File: src/rtl/param_updown_counter_if.sv
// Control/status bundle for param_updown_counter: master drives the controls, slave (the counter) drives the count and flags.
interface param_updown_counter_if #(
    parameter int DATA_WIDTH = 16,
    parameter int STEP_WIDTH = 4
);
    logic                  clear;
    logic                  en;
    logic                  load;
    logic [DATA_WIDTH-1:0] d;
    logic                  up_down;
    logic [STEP_WIDTH-1:0] step;
    logic [DATA_WIDTH-1:0] cmp;
    logic [DATA_WIDTH-1:0] qd;
    logic                  at_max;
    logic                  at_min;
    logic                  match;
    logic                  wrap_pulse;
    logic                  sat_pulse;

    modport master (
        output clear, en, load, d, up_down, step, cmp,
        input  qd, at_max, at_min, match, wrap_pulse, sat_pulse
    );

    modport slave (
        input  clear, en, load, d, up_down, step, cmp,
        output qd, at_max, at_min, match, wrap_pulse, sat_pulse
    );
endinterface

File: src/rtl/param_updown_counter.sv
// Bounded up/down counter with wrap or saturate, clamped load, bound/compare flags and one-cycle event pulses.
// Latency: qd and pulses update one cycle after the sampling edge; no backpressure, accepts controls every cycle.
module param_updown_counter #(
    parameter int              DATA_WIDTH  = 16,
    parameter int              STEP_WIDTH  = 4,
    parameter longint unsigned MIN_VALUE   = 0,
    parameter longint unsigned MAX_VALUE   = (DATA_WIDTH >= 64) ? 64'hFFFF_FFFF_FFFF_FFFF
                                                                : ((64'd1 << DATA_WIDTH) - 64'd1),
    parameter longint unsigned RESET_VALUE = MIN_VALUE,
    parameter bit              SATURATE    = 1'b0
) (
    input logic                 clk,
    input logic                 rst,
    param_updown_counter_if.slave bus
);
    localparam int XW = DATA_WIDTH + 1;
    typedef logic [XW-1:0]         ext_t;
    typedef logic [DATA_WIDTH-1:0] cnt_t;

    localparam ext_t MIN_X   = ext_t'(MIN_VALUE);
    localparam ext_t MAX_X   = ext_t'(MAX_VALUE);
    localparam ext_t ONE_X   = ext_t'(1);
    localparam ext_t RANGE_X = MAX_X - MIN_X + ONE_X;
    localparam cnt_t MIN_D   = cnt_t'(MIN_VALUE);
    localparam cnt_t MAX_D   = cnt_t'(MAX_VALUE);
    localparam cnt_t RST_D   = cnt_t'(RESET_VALUE);

    if (DATA_WIDTH < 2 || DATA_WIDTH > 64) begin : g_bad_width
        $fatal(1, "param_updown_counter: DATA_WIDTH must be 2..64");
    end
    if (!(MIN_VALUE < MAX_VALUE)) begin : g_bad_order
        $fatal(1, "param_updown_counter: MIN_VALUE must be below MAX_VALUE");
    end
    if (RESET_VALUE < MIN_VALUE || RESET_VALUE > MAX_VALUE) begin : g_bad_reset
        $fatal(1, "param_updown_counter: RESET_VALUE outside [MIN_VALUE, MAX_VALUE]");
    end
    if (DATA_WIDTH < 64 && (MAX_VALUE >> DATA_WIDTH) != 64'd0) begin : g_bad_max
        $fatal(1, "param_updown_counter: MAX_VALUE does not fit in DATA_WIDTH");
    end

    cnt_t qd_r, qd_nxt, d_clamp;
    logic wrap_r, wrap_nxt, sat_r, sat_nxt;
    ext_t qd_x, step_x, sum_x, deficit_x;
    logic over_up, under_dn;

    // One extra bit keeps qd+step and MIN+step exact, so overflow tests never alias.
    assign qd_x      = {1'b0, qd_r};
    assign step_x    = ext_t'(bus.step);
    assign sum_x     = qd_x + step_x;
    assign over_up   = sum_x > MAX_X;
    assign under_dn  = (MIN_X + step_x) > qd_x;
    assign deficit_x = MIN_X + step_x - qd_x - ONE_X;

    always_comb begin
        d_clamp = bus.d;
        if (bus.d < MIN_D) begin
            d_clamp = MIN_D;
        end else if (bus.d > MAX_D) begin
            d_clamp = MAX_D;
        end
    end

    always_comb begin
        qd_nxt   = qd_r;
        wrap_nxt = 1'b0;
        sat_nxt  = 1'b0;
        if (!bus.clear) begin
            qd_nxt = MIN_D;
        end else if (bus.load) begin
            qd_nxt = d_clamp;
        end else if (bus.en) begin
            if (bus.up_down) begin
                if (!over_up) begin
                    qd_nxt = cnt_t'(sum_x);
                end else if (SATURATE) begin
                    qd_nxt  = MAX_D;
                    sat_nxt = 1'b1;
                end else begin
                    qd_nxt   = cnt_t'(MIN_X + (sum_x - MAX_X - ONE_X));
                    wrap_nxt = 1'b1;
                end
            end else begin
                if (!under_dn) begin
                    qd_nxt = cnt_t'(qd_x - step_x);
                end else if (SATURATE) begin
                    qd_nxt  = MIN_D;
                    sat_nxt = 1'b1;
                end else begin
                    qd_nxt   = cnt_t'(MAX_X - deficit_x);
                    wrap_nxt = 1'b1;
                end
            end
        end
    end

    always_ff @(posedge clk or posedge rst) begin
        if (rst) begin
            qd_r   <= RST_D;
            wrap_r <= 1'b0;
            sat_r  <= 1'b0;
        end else begin
            qd_r   <= qd_nxt;
            wrap_r <= wrap_nxt;
            sat_r  <= sat_nxt;
        end
    end

    assign bus.qd         = qd_r;
    assign bus.at_max     = (qd_r == MAX_D);
    assign bus.at_min     = (qd_r == MIN_D);
    assign bus.match      = (qd_r == bus.cmp);
    assign bus.wrap_pulse = wrap_r;
    assign bus.sat_pulse  = sat_r;

    // A step larger than the whole range would wrap more than once; the result is meaningless.
    a_step_range: assert property (@(posedge clk) disable iff (rst)
        (bus.clear && !bus.load && bus.en) |-> (step_x <= RANGE_X))
        else $error("param_updown_counter: step exceeds count range");
endmodule

File: src/flat_wrapper.sv
// flat-port wrapper written by rule: the top's interface ports become plain ports
module param_updown_counter_flat 
#(
    parameter int              DATA_WIDTH  = 16,
    parameter int              STEP_WIDTH  = 4,
    parameter longint unsigned MIN_VALUE   = 0,
    parameter longint unsigned MAX_VALUE   = (DATA_WIDTH >= 64) ? 64'hFFFF_FFFF_FFFF_FFFF
                                                                : ((64'd1 << DATA_WIDTH) - 64'd1),
    parameter longint unsigned RESET_VALUE = MIN_VALUE,
    parameter bit              SATURATE    = 1'b0
)
  (clk, rst, bus_clear, bus_en, bus_load, bus_d, bus_up_down, bus_step, bus_cmp, bus_qd, bus_at_max, bus_at_min, bus_match, bus_wrap_pulse, bus_sat_pulse);
  param_updown_counter_if #(.DATA_WIDTH(DATA_WIDTH), .STEP_WIDTH(STEP_WIDTH)) bus_i ();
  input logic clk;
  input logic rst;
  input wire logic [$bits(bus_i.clear)-1:0] bus_clear;
  input wire logic [$bits(bus_i.en)-1:0] bus_en;
  input wire logic [$bits(bus_i.load)-1:0] bus_load;
  input wire logic [$bits(bus_i.d)-1:0] bus_d;
  input wire logic [$bits(bus_i.up_down)-1:0] bus_up_down;
  input wire logic [$bits(bus_i.step)-1:0] bus_step;
  input wire logic [$bits(bus_i.cmp)-1:0] bus_cmp;
  output wire logic [$bits(bus_i.qd)-1:0] bus_qd;
  output wire logic [$bits(bus_i.at_max)-1:0] bus_at_max;
  output wire logic [$bits(bus_i.at_min)-1:0] bus_at_min;
  output wire logic [$bits(bus_i.match)-1:0] bus_match;
  output wire logic [$bits(bus_i.wrap_pulse)-1:0] bus_wrap_pulse;
  output wire logic [$bits(bus_i.sat_pulse)-1:0] bus_sat_pulse;
  assign bus_i.clear = bus_clear;
  assign bus_i.en = bus_en;
  assign bus_i.load = bus_load;
  assign bus_i.d = bus_d;
  assign bus_i.up_down = bus_up_down;
  assign bus_i.step = bus_step;
  assign bus_i.cmp = bus_cmp;
  assign bus_qd = bus_i.qd;
  assign bus_at_max = bus_i.at_max;
  assign bus_at_min = bus_i.at_min;
  assign bus_match = bus_i.match;
  assign bus_wrap_pulse = bus_i.wrap_pulse;
  assign bus_sat_pulse = bus_i.sat_pulse;
  param_updown_counter #(.DATA_WIDTH(DATA_WIDTH), .STEP_WIDTH(STEP_WIDTH), .MIN_VALUE(MIN_VALUE), .MAX_VALUE(MAX_VALUE), .RESET_VALUE(RESET_VALUE), .SATURATE(SATURATE)) u_core (.clk(clk), .rst(rst), .bus(bus_i));
endmodule
File: config.mk
export PLATFORM = sky130hd
export DESIGN_NAME = param_updown_counter_flat
export DESIGN_NICKNAME = d
export VERILOG_FILES = /design/src/rtl/param_updown_counter_if.sv /design/src/rtl/param_updown_counter.sv /design/src/flat_wrapper.sv
export SDC_FILE = /design/constraint.sdc
export NUM_CORES = 1
export LEC_CHECK = 0
export ABC_AREA = 1
export ABC_CLOCK_PERIOD_IN_PS = 2600
export CAP_MARGIN = 10
export CORE_MARGIN = 2
export CORE_UTILIZATION = 24
export DETAILED_ROUTE_END_ITERATION = 8
export DONT_BUFFER_PORTS = 1
export GPL_TIMING_DRIVEN = 0
export SYNTH_ARGS = -nofsm -noshare
export SYNTH_HDL_FRONTEND = slang
export SYNTH_SLANG_ARGS = --single-unit
export TNS_END_PERCENT = 20
File: constraint.sdc
create_clock -name clk -period 2.6 [get_ports clk]
set_clock_uncertainty 0.05 [all_clocks]
set_input_delay 0.65 -clock clk [delete_from_list [all_inputs] [get_ports clk]]
set_output_delay 0.65 -clock clk [all_outputs]
set_load 0.02 [all_outputs]
==> flow_summary.toml, run 1 <==
[logic_synthesis]
yosysUniqueCellTypes = 38
synth_commonest_cells = "nand2_1, nand3_1, inv_1, nor2_1, dfrtp_1"
synth-seq-cells = 17
netlist.area_leader.share_pct = 19.2
syn_area_per_cell_um2 = 6.13
syn_area_um2 = 2220
synthArstFlopShare_pct = 100
ys.warnings.count = 0
yosys-top-cells-area = "dfrtp_1, nand2_1, nand3_1"
synth_edf_count = 0
yosysTopAreaCell = "dfrtp_1"
yosysMostFrequentCell = "nand2_1"
synthesis.nets = 414
ys.flop_type = "dfrtp_1"
syn_inst = 362
seq_area_frac_synth_pct = 19.2

[clock_tree]
hold_buffers = 0
cts-root-buf = "clkbuf_8"
numCtsBuffers = 3
clk_latency_ns = 0.26
clk_pin_slew_worst_paths_ns = 0.07
clockBufferDepth = 2
h-tree-depth = 1
cts.sinks = 17
cts_tree = "yes"

[floorplan]
die_area_um2 = 10000
fp.dieH_um = 100
start_util_pct = 24.4
ios = 63
core_area_um2 = 9110
dieWidth_um = 100
fp-row-count = 35

[global_route]
antenna_found_initial = 0
grt_pass1_vias = 2316
gr-usage-all-layers_pct = 14.7
met1_usage_pct = 18.2
use_met2_pct = 26.1
busiest_layer = "met2"
grt_max_degree = 18
met3_usage_pct = 3.06
grt_overflow = 0
grt_pass1_wl_mm = 11.8

[critical_path]
slowest_delay_ns = 0.46
setup.worst_path.class = "register to output pin"
crit_path_end_kind = "output pin"
crit_arrival_ns = 1.74
path_cells = "buf_4 > inv_1 > or2_2 > nand3_1 > nor3_2 > nand2_2 > nor4_4"
worst-endpoint-required_ns = 1.90
critPathMaxFanout = 8
regToRegSetupSlack_ns = 0.21
startpoint_type = "register"
crit_path_top_delay_cell = "dfrtp_2"
reg2reg_depth = 14

[sta]
fin_ws_ns = 0.157
fin_crit_sh_pct = 94.0
max-slew-margin-rel_pct = 53.5
grt_setup_unrepaired = "false"
worst_slew_pin_slew_ns = 0.696
hold_violations = 0
fmax_ghz = 0.409
period_minus_slack_ns = 2.44
setup_violations = 0
drv_slew = 0

[detailed_routing]
viasPerCell = 4.90
drt_iter0_markers = 151
antenna_left = 0
wl_mm = 7.23
first_pass_iters = 4
routedWlPerCell_um = 15.1
drc_errors = 0
vias = 2340

[placement]
place.gp.congestion = 0.847
place_area_um2 = 2360
post-place-ws_ns = -0.214
io_buffers = 0
dpl.hpwl_mm = 5.87

[pwr]
totalPowerFinal_w = 0.00105
vdd_drop_max_mv = 0.126
p_leak_nw = 1.17
p_per_area_nw_per_um2 = 424

[final_layout]
nets = 420
drive_gt1_share_pct = 15.8
fillers = 1050
syn2layout_area_growth_pct = 11.5
final_cell_area_um2 = 2470
utilization_pct = 27.2
diodes = 0

[hold_path]
hold_class = "input port to async pin"

[run_status]
status = "finished clean"

[flow_run]
maxCapViolations = 0
## sequential cells by signal, summed over array words and instances, names as in the netlist
name / count
u_core.bus.qd: 16
u_core.bus.wrap_pulse: 1
## cells by family after synthesis
logic type | synth area share, %
other cells | 0.169
mux | 0.451
simple gates | 46.4
xor+xnor | 5.52
flops | 19.2
fa+ha+maj | 6.31
buf+inv | 13.0
compound gates | 8.96
## routing by layer
| metal | wire, µm | share of wire, % |
|---|---|---|
| met1 | 3030 | 42 |
| met2 | 3630 | 50 |
| met3 | 494 | 6.8 |
| met4 | 75 | 1.0 |
| met5 | 0 | 0 |
## metrics by stage
stage	TNS, ns	instances	hold WS [ns]
floorplan	0	362	0.526
global placement	-0.279	473	0.638
detailed placement	-0.329	473	0.649
CTS	0	478	0.364
global route	0	478	0.384
finish	0	478	0.329
## layout make-up
cell class	instances	area, µm²	area share (%)
flip-flops and latches	17	430	17.4
repair buffers	1	7.51	0.303
well taps	111	139	5.61
clock buffers	4	45.0	1.82
multi-input cells	287	1550	62.6
inverters	41	163	6.57
plain buffers	17	140	5.66
## repair_timing
| item | CTS | global route |
|---|---|---|
| setup buffers | 1 | 0 |
| endpoints found under the hold margin | 0 | 0 |
| setup endpoints to repair | 2 | 4 |
| pin swaps | 3 | 1 |
| gates resized for setup | 16 | 3 |
## layout by cell type (no fill, tap or decap), drive strengths merged
master,instances
a21oi,7
and3,1
buf,15
clkbuf,7
clkinv,2
conb,1
dfrtp,17
fa,2
ha,8
inv,39
mux2i,1
nand2,112
nand3,43
nand3b,1
nand4,10
nor2,42
nor3,11
nor3b,1
nor4,2
o211ai,5
o21ai,19
o21bai,1
o22ai,2
or2,4
xnor2,8
xor2,6
## report_power, final
group          total [W]  switching [W]  internal (W)
Sequential      0.000366      0.0000755      0.000290
Clock           0.000211       0.000102      0.000109
Combinational   0.000472       0.000301      0.000171
Total            0.00105       0.000478      0.000570
## worst max-delay path: cells and delay by family (launching register included)
| kind | cells | cell delay, ns |
|---|---|---|
| flip-flops | 1 | 0.46 |
| buffers and inverters | 2 | 0.30 |
| AND/OR/NAND/NOR | 5 | 0.74 |
## path summary, 6_finish.rpt
check | start | end
setup / recovery | u_core.bus.qd[11] | bus_match
hold / removal | rst | u_core.bus.wrap_pulse
setup reg to reg | u_core.bus.qd[0] | u_core.bus.qd[10]
hold reg to reg | u_core.bus.qd[13] | u_core.bus.qd[13]
max in group asynchronous | rst | u_core.bus.qd[12]
min in group clk | bus_d[6] | u_core.bus.qd[6]
(Power assumes the default switching activity.)
==> run 2: changes to the inputs <==
Settings changed: ABC_CLOCK_PERIOD_IN_PS 2600 to 2620.
Clock period 2.6 ns to 2.62 ns, I/O delays scaled along.
==> flow_summary.toml, run 2 (same netlist as run 1, synthesis figures left out) <==
[sta]
hold_violations = 0
fmax_ghz = 0.391
grt_setup_unrepaired = "false"
period_minus_slack_ns = 2.56
fin_ws_ns = 0.0612
drv_slew = 0
worst_slew_pin_slew_ns = 0.698
max-slew-margin-rel_pct = 53.4
fin_crit_sh_pct = 97.7
setup_violations = 0

[global_route]
antenna_found_initial = 0
grt_pass1_wl_mm = 11.7
gr-usage-all-layers_pct = 14.6
grt_max_degree = 18
grt_pass1_vias = 2307
grt_overflow = 0

[critical_path]
path_cells = "inv_1 > nor3_1 > nand2_1 > nor4_2"
setup.worst_path.class = "register to output pin"
critPathBufInv = 1
startpoint_type = "register"
critPathMaxFanout = 6
worst-endpoint-required_ns = 1.91
critPathTopFamily = "simple AND/OR/NAND/NOR gates"
crit_path_top_delay_cell = "dfrtp_1"
slowest_delay_ns = 0.59
crit_path_end_kind = "output pin"
crit_arrival_ns = 1.85

[clock_tree]
numCtsBuffers = 3
h-tree-depth = 1
cts_tree = "yes"
cts-root-buf = "clkbuf_8"
postCtsSetupBuffers = 0
clk_pin_slew_worst_paths_ns = 0.07
clockBufferDepth = 2
cts.sinks = 17
clk_latency_ns = 0.26

[hold_path]
hold_class = "input port to async pin"

[floorplan]
core_area_um2 = 9110
fp-row-count = 35
ios = 63
fp.dieH_um = 100
die_area_um2 = 10000
start_util_pct = 24.4
dieWidth_um = 100

[final_layout]
final_common_cell = "nand2_1"
largest_reg_flops = 16
final_cell_area_um2 = 2450
utilization_pct = 27.0
nets = 419
most-common-layout-cells = "nand2_1, nand3_1, nor2_1, inv_1, o21ai_0"
syn2layout_area_growth_pct = 10.6
final_cells = 477
diodes = 0
seq_area_um2 = 429
multiInputGateArea_um2 = 1540
fillers = 1053
drive_gt1_share_pct = 15.0

[detailed_routing]
vias = 2327
antenna_left = 0
viasPerCell = 4.88
drt_iter0_markers = 143
first_pass_iters = 5
routedWlPerCell_um = 15.0
drc_errors = 0
wl_mm = 7.15

[placement]
post-place-ws_ns = -0.199
place_area_um2 = 2360
io_buffers = 0
place_inst = 473
dpl.hpwl_mm = 5.87
place.gp.congestion = 0.847

[pwr]
p_leak_nw = 1.16
totalPowerFinal_w = 0.00103
p_per_area_nw_per_um2 = 421
vdd_drop_max_mv = 0.125

[run_status]
status = "finished clean"

[flow_run]
maxCapViolations = 0
==> run 2: changes by cell type in the layout (fill, tap and decap cells not counted), sizes merged <==
cell	before	now
buf	15	14
==> run 2: timing repair <==
| item | 4_1_cts | 5_1_grt |
|---|---|---|
| resized for setup | 16 | 0 |
| hold buffers | 0 | 0 |
| endpoints found under the setup margin | 2 | 1 |
| pin swaps | 3 | 1 |
==> run 2: cell type report <==
cell class                 instances  share of cell area (%)
inverter                          41                    6.63
sequential                        17                    17.5
clock buffer                       4                    1.83
multi-input combinational        287                    62.7
tap                              111                    5.66
buffer                            17                    5.71
==> run 2: worst paths after layout <==
kind	start	endpoint	slack, ns	cells past startpoint
hold / removal	rst	u_core.bus.wrap_pulse	0.34	1
hold reg to reg	u_core.bus.qd[13]	u_core.bus.qd[13]	0.64	2
max in group asynchronous	rst	u_core.bus.qd[12]	1.70	1
setup / recovery	u_core.bus.qd[15]	bus_at_max	0.06	4
min in group clk	bus_d[6]	u_core.bus.qd[6]	0.49	2
setup reg to reg	u_core.bus.qd[1]	u_core.bus.qd[10]	0.26	10
==> run 2: report_power, final <==
group / internal [W] / switching [W]
clock: 0.000108 / 0.000100
combinational: 0.000168 / 0.000295
sequential: 0.000287 / 0.0000748
==> run 2: per-layer routing <==
layer | track usage, % | routed length, µm
met5 | 0 | 0
met4 | 3.27 | 75
met3 | 3.06 | 473
met2 | 26.0 | 3620
met1 | 18.1 | 2990
==> run 2: per-stage QoR <==
stage,hold slack (ns),setup TNS (ns)
2_1_floorplan,0.531,0
3_3_place_gp,0.643,-0.249
3_5_place_dp,0.654,-0.299
4_1_cts,0.369,0
5_1_grt,0.389,0
6_report,0.335,0
